[config.mk]
export PLATFORM = sky130hd
export DESIGN_NAME = button_conditioner_flat
export DESIGN_NICKNAME = d
export VERILOG_FILES = /design/src/rtl/btn_pkg.sv /design/src/rtl/button_conditioner_if.sv /design/src/rtl/btn_channel.sv /design/src/rtl/button_conditioner.sv /design/src/flat_wrapper.sv
export SDC_FILE = /design/constraint.sdc
export NUM_CORES = 1
export LEC_CHECK = 0
export BUFFER_PORTS_ARGS = -buffer_cell sky130_fd_sc_hd__buf_2
export CAP_MARGIN = 20
export CORE_MARGIN = 1.5
export CORE_UTILIZATION = 60
export DETAILED_ROUTE_END_ITERATION = 6
export GPL_TIMING_DRIVEN = 0
export PLACE_DENSITY_LB_ADDON = 0.2
export SYNTH_ARGS = -nofsm -noshare
export SYNTH_HDL_FRONTEND = slang
export SYNTH_HIERARCHICAL = 1
export SYNTH_SLANG_ARGS = --single-unit
[constraint.sdc]
create_clock -name Clk -period 3 [get_ports Clk]
set_clock_uncertainty 0.1 [all_clocks]
set_input_delay 0 -clock Clk [delete_from_list [all_inputs] [get_ports Clk]]
set_output_delay 0 -clock Clk [all_outputs]
set_load 0.02 [all_outputs]
[src/rtl/btn_pkg.sv]
// Shared types and widths for the button conditioner: channel FSM states and counter widths.
package btn_pkg;

    typedef enum logic [1:0] {
        REL     = 2'd0,
        PRS_CHK = 2'd1,
        PRSD    = 2'd2,
        REL_CHK = 2'd3
    } btn_state_t;

    localparam int unsigned DBC_W  = 8;
    localparam int unsigned HOLD_W = 16;

endpackage

[src/rtl/button_conditioner_if.sv]
// Button-side signal bundle: raw active-low buttons in, debounced levels and press pulses out.
interface button_conditioner_if;

    logic Toggle_i;
    logic Push_i;
    logic Toggle_o;
    logic Push_o;
    logic Toggle_p;
    logic Push_p;

    modport master (
        output Toggle_i, Push_i,
        input  Toggle_o, Push_o, Toggle_p, Push_p
    );

    modport slave (
        input  Toggle_i, Push_i,
        output Toggle_o, Push_o, Toggle_p, Push_p
    );

endinterface

[src/rtl/btn_channel.sv]
// One button: synchroniser, four-state debounce FSM, press pulse and, under LONG_PRESS_EN
// with REPEAT_EN set, a hold/auto-repeat pulse generator.
module btn_channel
    import btn_pkg::*;
#(
    parameter int unsigned SYNC_STAGES  = 2,
    parameter int unsigned DEBOUNCE_CNT = 4,
    parameter int unsigned HOLD_CNT     = 20,
    parameter int unsigned REPEAT_CNT   = 10,
    parameter bit          REPEAT_EN    = 1'b0
) (
    input  logic clk,
    input  logic rst_n,
    input  logic raw,
    output logic level,
    output logic pulse
);

    localparam logic [DBC_W-1:0] DBC_LAST = DBC_W'(DEBOUNCE_CNT - 1);

    logic [SYNC_STAGES-1:0] sync_q;
    logic                   smp;
    btn_state_t             state_q, state_d;
    logic [DBC_W-1:0]       dbc_q, dbc_d, dbc_inc;
    logic                   press_d;
    logic                   rep_fire;
    logic                   unused_cfg;

    always_ff @(posedge clk or negedge rst_n) begin
        if (!rst_n) sync_q <= '1;
        else        sync_q <= {sync_q[SYNC_STAGES-2:0], raw};
    end

    assign smp     = sync_q[SYNC_STAGES-1];
    assign dbc_inc = (dbc_q == '1) ? dbc_q : dbc_q + DBC_W'(1);

    // The sample that leaves a stable state counts as the first of DEBOUNCE_CNT candidate samples.
    always_comb begin
        state_d = state_q;
        dbc_d   = dbc_q;
        press_d = 1'b0;
        case (state_q)
            REL: if (!smp) begin
                state_d = PRS_CHK;
                dbc_d   = DBC_W'(1);
            end
            PRS_CHK: begin
                if (smp) begin
                    state_d = REL;
                    dbc_d   = '0;
                end else if (dbc_q >= DBC_LAST) begin
                    state_d = PRSD;
                    dbc_d   = '0;
                    press_d = 1'b1;
                end else begin
                    dbc_d = dbc_inc;
                end
            end
            PRSD: if (smp) begin
                state_d = REL_CHK;
                dbc_d   = DBC_W'(1);
            end
            REL_CHK: begin
                if (!smp) begin
                    state_d = PRSD;
                    dbc_d   = '0;
                end else if (dbc_q >= DBC_LAST) begin
                    state_d = REL;
                    dbc_d   = '0;
                end else begin
                    dbc_d = dbc_inc;
                end
            end
            default: begin
                state_d = REL;
                dbc_d   = '0;
            end
        endcase
    end

    always_ff @(posedge clk or negedge rst_n) begin
        if (!rst_n) begin
            state_q <= REL;
            dbc_q   <= '0;
            pulse   <= 1'b0;
        end else begin
            state_q <= state_d;
            dbc_q   <= dbc_d;
            pulse   <= press_d | rep_fire;
        end
    end

    assign level = !((state_q == PRSD) || (state_q == REL_CHK));

`ifdef LONG_PRESS_EN
    generate
        if (REPEAT_EN) begin : g_rep
            logic [HOLD_W-1:0] hold_q, hold_inc;
            logic              rep_q, stay;

            assign stay     = (state_q == PRSD) && (state_d == PRSD);
            assign hold_inc = hold_q + HOLD_W'(1);
            assign rep_fire = stay && (rep_q ? (hold_inc == HOLD_W'(REPEAT_CNT))
                                             : (hold_inc == HOLD_W'(HOLD_CNT)));

            always_ff @(posedge clk or negedge rst_n) begin
                if (!rst_n) begin
                    hold_q <= '0;
                    rep_q  <= 1'b0;
                end else if (!stay) begin
                    hold_q <= '0;
                    rep_q  <= 1'b0;
                end else if (rep_fire) begin
                    hold_q <= '0;
                    rep_q  <= 1'b1;
                end else begin
                    hold_q <= hold_inc;
                end
            end
        end else begin : g_norep
            assign rep_fire = 1'b0;
        end
    endgenerate
`else
    assign rep_fire = 1'b0;
`endif

    assign unused_cfg = ^{REPEAT_EN, HOLD_W'(HOLD_CNT), HOLD_W'(REPEAT_CNT)};

endmodule

[src/rtl/button_conditioner.sv]
// Two-button conditioner (Toggle, Push) feeding the master counter; define LONG_PRESS_EN
// to give the Push channel hold/auto-repeat pulses.
module button_conditioner #(
    parameter int unsigned SYNC_STAGES  = 2,
    parameter int unsigned DEBOUNCE_CNT = 4,
    parameter int unsigned HOLD_CNT     = 20,
    parameter int unsigned REPEAT_CNT   = 10
) (
    input logic                 Clk,
    input logic                 Rst,
    button_conditioner_if.slave bus
);

    btn_channel #(
        .SYNC_STAGES (SYNC_STAGES),
        .DEBOUNCE_CNT(DEBOUNCE_CNT),
        .HOLD_CNT    (HOLD_CNT),
        .REPEAT_CNT  (REPEAT_CNT),
        .REPEAT_EN   (1'b0)
    ) u_toggle (
        .clk  (Clk),
        .rst_n(Rst),
        .raw  (bus.Toggle_i),
        .level(bus.Toggle_o),
        .pulse(bus.Toggle_p)
    );

    btn_channel #(
        .SYNC_STAGES (SYNC_STAGES),
        .DEBOUNCE_CNT(DEBOUNCE_CNT),
        .HOLD_CNT    (HOLD_CNT),
        .REPEAT_CNT  (REPEAT_CNT),
        .REPEAT_EN   (1'b1)
    ) u_push (
        .clk  (Clk),
        .rst_n(Rst),
        .raw  (bus.Push_i),
        .level(bus.Push_o),
        .pulse(bus.Push_p)
    );

endmodule
[src/flat_wrapper.sv]
// flat-port wrapper written by rule: the top's interface ports become plain ports
module button_conditioner_flat 
#(
    parameter int unsigned SYNC_STAGES  = 2,
    parameter int unsigned DEBOUNCE_CNT = 4,
    parameter int unsigned HOLD_CNT     = 20,
    parameter int unsigned REPEAT_CNT   = 10
)
  (Clk, Rst, bus_Toggle_i, bus_Push_i, bus_Toggle_o, bus_Push_o, bus_Toggle_p, bus_Push_p);
  button_conditioner_if bus_i ();
  input logic Clk;
  input logic Rst;
  input wire logic [$bits(bus_i.Toggle_i)-1:0] bus_Toggle_i;
  input wire logic [$bits(bus_i.Push_i)-1:0] bus_Push_i;
  output wire logic [$bits(bus_i.Toggle_o)-1:0] bus_Toggle_o;
  output wire logic [$bits(bus_i.Push_o)-1:0] bus_Push_o;
  output wire logic [$bits(bus_i.Toggle_p)-1:0] bus_Toggle_p;
  output wire logic [$bits(bus_i.Push_p)-1:0] bus_Push_p;
  assign bus_i.Toggle_i = bus_Toggle_i;
  assign bus_i.Push_i = bus_Push_i;
  assign bus_Toggle_o = bus_i.Toggle_o;
  assign bus_Push_o = bus_i.Push_o;
  assign bus_Toggle_p = bus_i.Toggle_p;
  assign bus_Push_p = bus_i.Push_p;
  button_conditioner #(.SYNC_STAGES(SYNC_STAGES), .DEBOUNCE_CNT(DEBOUNCE_CNT), .HOLD_CNT(HOLD_CNT), .REPEAT_CNT(REPEAT_CNT)) u_core (.Clk(Clk), .Rst(Rst), .bus(bus_i));
endmodule
## Word level (Yosys, flattened, before mapping)

Index checks and enable logic that the tools add are counted.

| operators by class | value |
|---|---|
| add/sub/neg operators | 2 |
| multipliers | 0 |
| div/mod/pow operators | 0 |
| $lt $le $gt $ge | 2 |
| equal/unequal tests | 16 |
| shifts and indexed selects | 0 |
| mux-type cells | 34 |
| bitwise logic cells | 0 |
| reductions and logical operators | 10 |

Operators by type and width:

| cell | number |
|---|---|
| 8-bit 2-to-1 mux | 12 |
| 8-bit one-hot mux with 4 select lines | 2 |
| 2-bit 2-to-1 mux | 12 |
| 8-bit by 1-bit adder with 8-bit output (second input constant) | 2 |
| 8-bit equality test (second input constant) | 2 |
| 8-bit by 2-bit greater-or-equal comparator with 1-bit output (second input constant) | 2 |
| 2-bit one-hot mux with 4 select lines | 2 |
| 3-bit != test (second input constant) | 4 |
| 2-bit equality test (second input constant) | 4 |
| 2-bit != test (second input constant) | 4 |
| 4-bit AND reduction | 2 |
| 1-bit 2-to-1 mux | 6 |
| 2-bit by 1-bit equality test with 1-bit output (second input constant) | 2 |
| 2-bit logical NOT | 2 |
| 2-bit AND reduction | 2 |
| 1-bit logical NOT | 2 |
| 1-bit logical OR | 2 |

| storage, ports and cells | value |
|---|---|
| bits in registers | 26 |
| bits in latches | 0 |
| RAM bits | 0 |
| bits in read-only memories | 0 |
| input bits | 4 |
| output and inout bits | 4 |
| memories | 0 |

## Longest topological paths before layout

Gate-level depths: netlist (run 1).

| logic depth | value |
|---|---|
| depth in word-level cells | 5 |
| depth in mapped cells | 3 |
| depth with buffers taken out | 3 |

## By module

The synthesis (run 1) kept the hierarchy.

Modules (own cells, without submodules):

| module | times used | cells an instance | area an instance (um2) | sequential area each (um2) |
|---|---|---|---|---|
| btn_channel | 2 | 34 | 491.7 | 327.8 |

## Least setup slack after synthesis (run 1)

OpenSTA, ideal clock, no wires.

| path | value |
|---|---|
| path kind | register to register |
| start point | reg u_core.u_push.dbc_q[7] |
| end point | reg u_core.u_push.dbc_q[0] |
| data arrival time | 1.446 ns |
| required time | 2.827 ns |
| setup slack | 1.381 ns |
| cell stages (with the launch flop) | 4 |
| path buffers | 0 |
| period minus slack after synthesis | 1.619 ns |
| path through | dfrtp_1 > or4_4 > or4_4 > a21oi_2 |

| between the ends | value |
|---|---|
| longest elaborated chain between the ends | 5 |

Ends and longest elaborated chain:

| item | line | RTL |
|---|---|---|
| start: declaration | btn_channel.sv:24 | `logic [DBC_W-1:0] dbc_q, dbc_d, dbc_inc;` |
| start signal: assignment | btn_channel.sv:84 | `dbc_q <= '0;` |
| start signal: assignment | btn_channel.sv:88 | `dbc_q <= dbc_d;` |
| branches (longest 2 deep; another with 8-bit by 2-bit greater-or-equal comparator with 1-bit output) | -- |  |
| 8-bit 2-to-1 mux (*) | btn_channel.sv:51, btn_channel.sv:67 |  |
| 8-bit 2-to-1 mux (on tied branches) | btn_channel.sv:64, btn_channel.sv:48 |  |
| 8-bit one-hot mux with 4 select lines (*) | btn_channel.sv:42 | `case (state_q)` |

Mark *: on every way between the ends.
A chain may end at the register's enable or synchronous reset.

## Worst setup path in the final report (run 1)

Same ends and word-level chain as after synthesis.

==> metrics.log, run 1 <==
[metrics] CTS Sinks: 26
[metrics] count of yosys warnings during synthesis: 6
[metrics] final global-route overflow total: 0
[metrics] data arrival time at the worst-slack endpoint: 1830 ps
[metrics] critical-path cell list: or4_4 > or4_4 > a21oi_2
[metrics] peak clock frequency supported by timing: ~0.59 GHz
[metrics] weighted congestion at the end of routability-driven global placement: 0.760
[metrics] DRC violation total after the first TritonRoute iteration: 3
[metrics] number of cells in the finished layout apart from fillers: 97
[metrics] detailed placer's ending HPWL: 916 um
[metrics] antenna violations before repair: 0
[metrics] floorplan core area: around 1500 um2
[metrics] clock tree from TritonCTS: done
[metrics] later-pin clock latency in the skew report: about 300 ps
[metrics] final-report setup violation count: 0
[metrics] flop and latch count out of synthesis: 26
[metrics] H-tree level count: 1
[metrics] post-route antenna net violation count: 0
[metrics] power density of the placed cells: between 700 and 800 nW/um2
[metrics] endpoint of the lowest-slack register-to-register path: u_core/u_push/dbc_q[0]$_DFFE_PN0P_
[metrics] cell occurring most often along the worst timing path: or4_4
[metrics] Final Cell Area: 1090 um2
[metrics] mean cell area of the mapped netlist: 14.5 um2
[metrics] first-pass GRT wire length: 2230 um
[metrics] minimum setup slack among reg-to-reg paths: 1310 ps
[metrics] GRT Overall Usage: 16.3%
[metrics] Via-to-Cell Ratio: ~5.6
[metrics] clock slew at reported path FFs: 120 ps
[metrics] Max clock buf depth: 2
[metrics] endpoint class of the critical path: flip-flop
[metrics] Root Driver: clkbuf_4
[metrics] max capacitance violation total: 0
[metrics] combined area of the multi-input logic cells: between 300 and 400 um2
[metrics] Seq. cell area: 656 um2
[metrics] Site Rows: 14
[metrics] CTS buffer count: 3
[metrics] instance area at placement: 1040 um2
[metrics] Detailed Route WL: 1320 um
[metrics] final clock period utilization by the worst path: 56.3%
[metrics] element type at the critical path start: flip-flop
[metrics] Static Leakage: roughly 0.00054 uW
[metrics] effective utilization at floorplan: 64.5%
[metrics] worst hold slack across all endpoints: 95.9 ps
[metrics] number of different library cells in the post-synthesis netlist: 16
[metrics] IO buf count: 7
[metrics] unrepaired setup endpoints after global routing: no
[metrics] full die area: 1890 um2
[metrics] Least-Margin Pin Slew: between 500 and 600 ps
[metrics] First-pass DRT Iterations: 4
[metrics] maximum number of pins on one net before global-route repair: 27
[metrics] maximum single-stage delay on the critical path: 540 ps
[metrics] die span in y: 43.5 um
[metrics] sequential cell area fraction in the yosys report: 66.7%
[metrics] Slowest cell on crit path: or4_4
[metrics] Hold Crit Class: input pin to async pin
[metrics] library cell occupying the most area in the post-synthesis netlist: dfrtp_1
[metrics] ratio of cells with drive above 1 in the final layout: slightly below 30%
[metrics] Slew headroom: 63.7%
[metrics] antenna diode count: 0
[metrics] final hold vios: 0
[metrics] maximum VDD drop: between 0.4 and 0.5 mV
[metrics] area of the mapped netlist: 983 um2
[metrics] top-area cell type share of the netlist area: 56.0%
[metrics] final max-slew violation count: 0
[metrics] ranking of synthesized cells by area: dfrtp_1 56%, dfstp_2 11%, and2_1 8.9%
[metrics] synthesized instance count: 68
[metrics] number of DRC violations after detailed routing: 0
[metrics] placed cells: 91
[metrics] Worst Path Required: 3150 ps
[metrics] outcome: completed
[metrics] synthesis-to-layout area growth: 10.9%
[metrics] worst reg2reg path depth: 3
[metrics] count of pins on the block boundary: 8
[metrics] maximum fanout encountered on the critical timing path: 2
[metrics] via count of the first global-routing pass: slightly above 500
[metrics] routed length per placed instance: 13.6 um
[metrics] shortest period the worst path allows: 1690 ps
[metrics] worst r2r src: u_core/u_push/dbc_q[7]$_DFFE_PN0P_
[metrics] net count after synthesis: 74
[metrics] total number of vias: 545
[metrics] worst setup path class: flip-flop to flip-flop
[metrics] number of nets in the finished design: about 90
[metrics] fill cell instance count of the final layout: 111
[metrics] horizontal die dimension: 43.5 um
[metrics] TNS Setup: 0 ps
==> state kept, by name (all words and copies together), names as in the netlist, named ones only <==
register and flops:
u_core/u_push/dbc_q 8, u_core/u_toggle/dbc_q 8, u_core/u_push/sync_q 2, u_core/u_toggle/sync_q 2
u_core/u_push/pulse 1, u_core/u_push/state_q 1, u_core/u_toggle/pulse 1, u_core/u_toggle/state_q 1
==> layer usage <==
layer | wire [um] | share of wire [%] | GRT usage, %
met5 | 0 | 0 | 0
met4 | 10 | 0.76 | 9.09
met3 | 34 | 2.6 | 2.50
met2 | 620 | 47 | 24.2
met1 | 652 | 49 | 23.3
==> synth_stat cells <==
cell type	count
ha_1	2
xnor2_1	2
o21ai_1	2
a21oi_2	2
dfrtp_1	22
inv_1	2
o2bb2ai_2	2
nand3_1	2
or4_4	4
mux2i_1	2
nor3_1	2
o41ai_2	2
nor2_1	2
nand2_1	2
and2_1	14
dfstp_2	4
==> stage by stage <==
stage	util [%]	total power, uW	setup WS [ps]
6_report	71.6	821	1310
5_1_grt	71.6	869	1260
4_1_cts	71.6	830	1310
3_5_place_dp	68.1	692	1340
3_3_place_gp	68.1	677	1350
2_1_floorplan	-	629	1380
==> logic make-up after synthesis <==
family | Yosys count | share of synthesized area [%]
AOI/OAI and AO/OA | 8 | 9.16
xor gates and xnor gates | 2 | 1.78
adders and majority gates | 2 | 2.54
buffers and inverters | 2 | 0.764
DFF | 26 | 66.7
muxes | 2 | 2.04
and+or+nand+nor | 26 | 17.0
==> worst max-delay path, delay by kind of cell (launching register included) <==
kind	cells	cell delay, ps
simple gates	2	990
flops	1	390
compound gates	1	150
==> worst max path at each step <==
stage / start / end / slack, ps / depth (start not counted)
floorplan: u_core/u_push/dbc_q[7]$_DFFE_PN0P_ / u_core/u_push/dbc_q[0]$_DFFE_PN0P_ / 1380 / 3
global placement: u_core/u_toggle/dbc_q[7]$_DFFE_PN0P_ / u_core/u_toggle/dbc_q[0]$_DFFE_PN0P_ / 1350 / 3
CTS: u_core/u_toggle/dbc_q[7]$_DFFE_PN0P_ / flip-flop / 1310 / 3
global route: u_core/u_toggle/dbc_q[7]$_DFFE_PN0P_ / flip-flop / 1260 / 3
finish: u_core/u_push/dbc_q[7]$_DFFE_PN0P_ / u_core/u_push/dbc_q[0]$_DFFE_PN0P_ / 1310 / 3
detailed placement: u_core/u_push/dbc_q[7]$_DFFE_PN0P_ / u_core/u_push/dbc_q[0]$_DFFE_PN0P_ / 1340 / 3
==> power by group <==
group | switching, uW | total (uW) | internal (uW)
logic | 125 | 224 | 98.8
registers | 53.9 | 460 | 406
clock network | 90.3 | 137 | 46.8
==> what timing repair did <==
action,in CTS,in global routing
gates resized for setup,0,0
hold buffers,3,0
endpoints found under the hold margin,28,0
setup endpoints to repair,0,0
setup buffers,0,0
==> final cells by class <==
| class | instances | share of cell area, % |
|---|---|---|
| flip-flops and latches | 26 | 60.1 |
| multi-input cells | 40 | 29.4 |
| repair buffers | 10 | 5.96 |
| clock buffers | 3 | 2.06 |
| well taps | 16 | 1.83 |
| inverters | 2 | 0.688 |
==> placed cells by master, fill, tap and decap left out, types with 3 or more instances in the layout <==
master         count
dfstp_2            4
dfrtp_1           22
buf_2              7
clkbuf_4           3
or4_4              4
and2_1            14
dlygate4sd3_1      3
No activity file was read; power rests on OpenSTA's default activity.
==> inputs of run 2 (changes only) <==
--- a/config.mk
+++ b/config.mk
@@ -8,7 +8,7 @@
 export BUFFER_PORTS_ARGS = -buffer_cell sky130_fd_sc_hd__buf_2
 export CAP_MARGIN = 20
 export CORE_MARGIN = 1.5
-export CORE_UTILIZATION = 60
+export CORE_UTILIZATION = 55
 export DETAILED_ROUTE_END_ITERATION = 6
 export GPL_TIMING_DRIVEN = 0
 export PLACE_DENSITY_LB_ADDON = 0.2
==> constraint.sdc (replaced) <==
create_clock -name Clk -period 1.6 [get_ports Clk]
set_clock_uncertainty 0.1 [all_clocks]
set_input_delay 0 -clock Clk [delete_from_list [all_inputs] [get_ports Clk]]
set_output_delay 0 -clock Clk [all_outputs]
set_load 0.02 [all_outputs]
==> metrics.log, run 2 (synthesis results as in run 1) <==
[metrics] clock tree from TritonCTS: done
[metrics] CTS Sinks: 26 (unchanged)
[metrics] Slew headroom: 63.6% (-0.11 points)
[metrics] total number of vias: 543 (-0.37%)
[metrics] Seq. cell area: 656 um2 (unchanged)
[metrics] Root Driver: clkbuf_4
[metrics] via count of the first global-routing pass: 519 (+0.78%)
[metrics] element type at the critical path start: flip-flop
[metrics] Worst Path Required: 1760 ps (-1390 ps)
[metrics] Hold Crit Class: input pin to async pin
[metrics] floorplan core area: 1710 um2 (+12%)
[metrics] GRT Overall Usage: 15.2% (-1.1 points)
[metrics] number of cells in the finished layout apart from fillers: 107 (+10%)
[metrics] cell occurring most often along the worst timing path: or4_4
[metrics] final clock period utilization by the worst path: 106% (+49 points)
[metrics] count of pins on the block boundary: 8 (unchanged)
[metrics] clock slew at reported path FFs: 130 ps (about the same)
[metrics] final global-route overflow total: 0 (unchanged)
[metrics] full die area: 2050 um2 (+8.4%)
[metrics] Max clock buf depth: 2 (unchanged)
[metrics] fill cell instance count of the final layout: 135 (+22%)
[metrics] horizontal die dimension: 45.3 um (+4.1%)
[metrics] final-report setup violation count: 5 (+5)
[metrics] endpoint class of the critical path: flip-flop
[metrics] DRC violation total after the first TritonRoute iteration: 0 (-3)
[metrics] maximum fanout encountered on the critical timing path: 2 (unchanged)
[metrics] Site Rows: 15 (+1)
[metrics] Slowest cell on crit path: or4_4
[metrics] peak clock frequency supported by timing: 0.591 GHz (-0.20%)
[metrics] ratio of cells with drive above 1 in the final layout: 30.5% (+0.86 points)
[metrics] combined area of the multi-input logic cells: 343 um2 (+7.0%)
[metrics] IO buf count: 7 (unchanged)
[metrics] worst path setup slack after routing: -91.6 ps (-1400 ps)
[metrics] H-tree level count: 1 (unchanged)
[metrics] maximum number of pins on one net before global-route repair: 27 (unchanged)
[metrics] placed cells: 100 (+9.9%)
[metrics] shortest period the worst path allows: 1690 ps (+3.42 ps)
[metrics] leading cell type in the layout, fill and taps excluded: dfrtp_1
[metrics] number of nets in the finished design: 89 (unchanged)
[metrics] unrepaired setup endpoints after global routing: yes
[metrics] antenna diode count: 0 (unchanged)
[metrics] biggest registers after layout: u_core/u_push/dbc_q: 8 flops, u_core/u_toggle/dbc_q: 8 flops
[metrics] first-pass GRT wire length: 2130 um (-4.3%)
[metrics] Via-to-Cell Ratio: 5.07 (-9.7%)
[metrics] max capacitance violation total: 0 (unchanged)
[metrics] CTS buffer count: 3 (unchanged)
[metrics] highest-count cells in the layout ignoring fill and taps: 22 x dfrtp_1, 14 x and2_1, 7 x buf_2
[metrics] worst setup path class: flip-flop to flip-flop
[metrics] Final Cell Area: 1140 um2 (+4.4%)
[metrics] power density of the placed cells: 1410 nW/um2 (+88%)
[metrics] effective utilization at floorplan: 57.6% (-6.9 points)
[metrics] Post-Route Utilization: 66.7% (-4.9 points)
[metrics] antenna violations before repair: 0 (unchanged)
[metrics] number of DRC violations after detailed routing: 0 (unchanged)
[metrics] Total Power: 1610 uW (+96%)
[metrics] Detailed Route WL: 1280 um (-2.8%)
[metrics] final max-slew violation count: 0 (unchanged)
[metrics] TNS Setup: -326 ps (-326 ps)
[metrics] Least-Margin Pin Slew: 546 ps (+1.59 ps)
[metrics] maximum VDD drop: 0.747 mV (+81%)
[metrics] maximum single-stage delay on the critical path: 550 ps (about the same)
[metrics] data arrival time at the worst-slack endpoint: 1850 ps (+20 ps)
[metrics] synthesis-to-layout area growth: 15.8%
[metrics] routed length per placed instance: 12.0 um (-12%)
[metrics] detailed placer's ending HPWL: 911 um (-0.57%)
[metrics] failing checks: setup timing
[metrics] later-pin clock latency in the skew report: 310 ps (about the same)
[metrics] post-route antenna net violation count: 0 (unchanged)
[metrics] final hold vios: 0 (unchanged)
[metrics] instance area at placement: 1050 um2 (+1.1%)
[metrics] die span in y: 45.3 um (+4.1%)
[metrics] First-pass DRT Iterations: 1 (-3)
[metrics] outcome: complete, but fails checks
[metrics] Static Leakage: 0.000560 uW (+3.1%)
[metrics] weighted congestion at the end of routability-driven global placement: 0.720 (-5.2%)
[metrics] critical-path cell list: or4_4 > or4_4 > a21oi_2
[metrics] post-CTS setup buffer count: 0 (unchanged)
==> run 2: metal layers <==
layer | track usage [%] | part of all wire, % | wire length (um) | up-vias
met4 | 10.6 | 1.6 | 20 | 0
li1 | - | - | - | 263
met2 | 22.0 | 45 | 581 | 6
met5 | 0 | 0 | 0 | -
met3 | 2.40 | 1.9 | 24 | 2
met1 | 20.9 | 51 | 655 | 272
==> run 2: path summary, 6_finish.rpt <==
| check | slack (ps) | cells after the start | startpoint | end |
|---|---|---|---|---|
| setup / recovery | -90 | 3 | u_core/u_toggle/dbc_q[3]$_DFFE_PN0P_ | u_core/u_toggle/dbc_q[0]$_DFFE_PN0P_ |
| hold / removal | 90 | 2 | Rst | u_core/u_toggle/pulse$_DFF_PN0_ |
| setup reg to reg | -90 | 3 | u_core/u_toggle/dbc_q[3]$_DFFE_PN0P_ | u_core/u_toggle/dbc_q[0]$_DFFE_PN0P_ |
| hold reg to reg | 270 | 0 | u_core/u_toggle/sync_q[0]$_DFF_PN1_ | u_core/u_toggle/sync_q[1]$_DFF_PN1_ |
| max in group asynchronous | 930 | 2 | Rst | u_core/u_push/sync_q[0]$_DFF_PN1_ |
| min in group Clk | 220 | 2 | bus_Toggle_i | u_core/u_toggle/sync_q[0]$_DFF_PN1_ |
==> run 2: what timing repair did <==
action                                 CTS  global route
hold buffers                             3             0
gates resized for setup                  0             2
endpoints found under the hold margin   28             0
setup endpoints to repair                8            10
pin swaps                                0             3
==> run 2: final cells by class <==
cell class / count / share of cell area [%]
clock buffers: 4 / 3.19
multi-input cells: 40 / 30.1
repair buffers: 10 / 5.71
well taps: 25 / 2.75
flip-flops and latches: 26 / 57.6
inverters: 2 / 0.659
==> run 2: per-stage QoR <==
step / setup WS, ps / hold WS (ps)
after CTS: -90.5 / 106
final: -91.6 / 91.3
after global routing: -130 / 158
after detailed placement: -61.4 / -77.9
after floorplan: -19.1 / -396
after global placement: -55.3 / -85.0
==> run 2: where the power goes <==
part           internal (uW)  leakage [uW]  switching (uW)
combinational            197      0.000204             226
clock                    139     0.0000210             176
sequential               761      0.000335             110
==> run 2: worst max-delay path, delay by kind of cell, from the launching register on <==
kind | cells | cell delay, ps
and+or+nand+nor | 2 | 1000
DFF | 1 | 400
AOI/OAI and AO/OA | 1 | 140
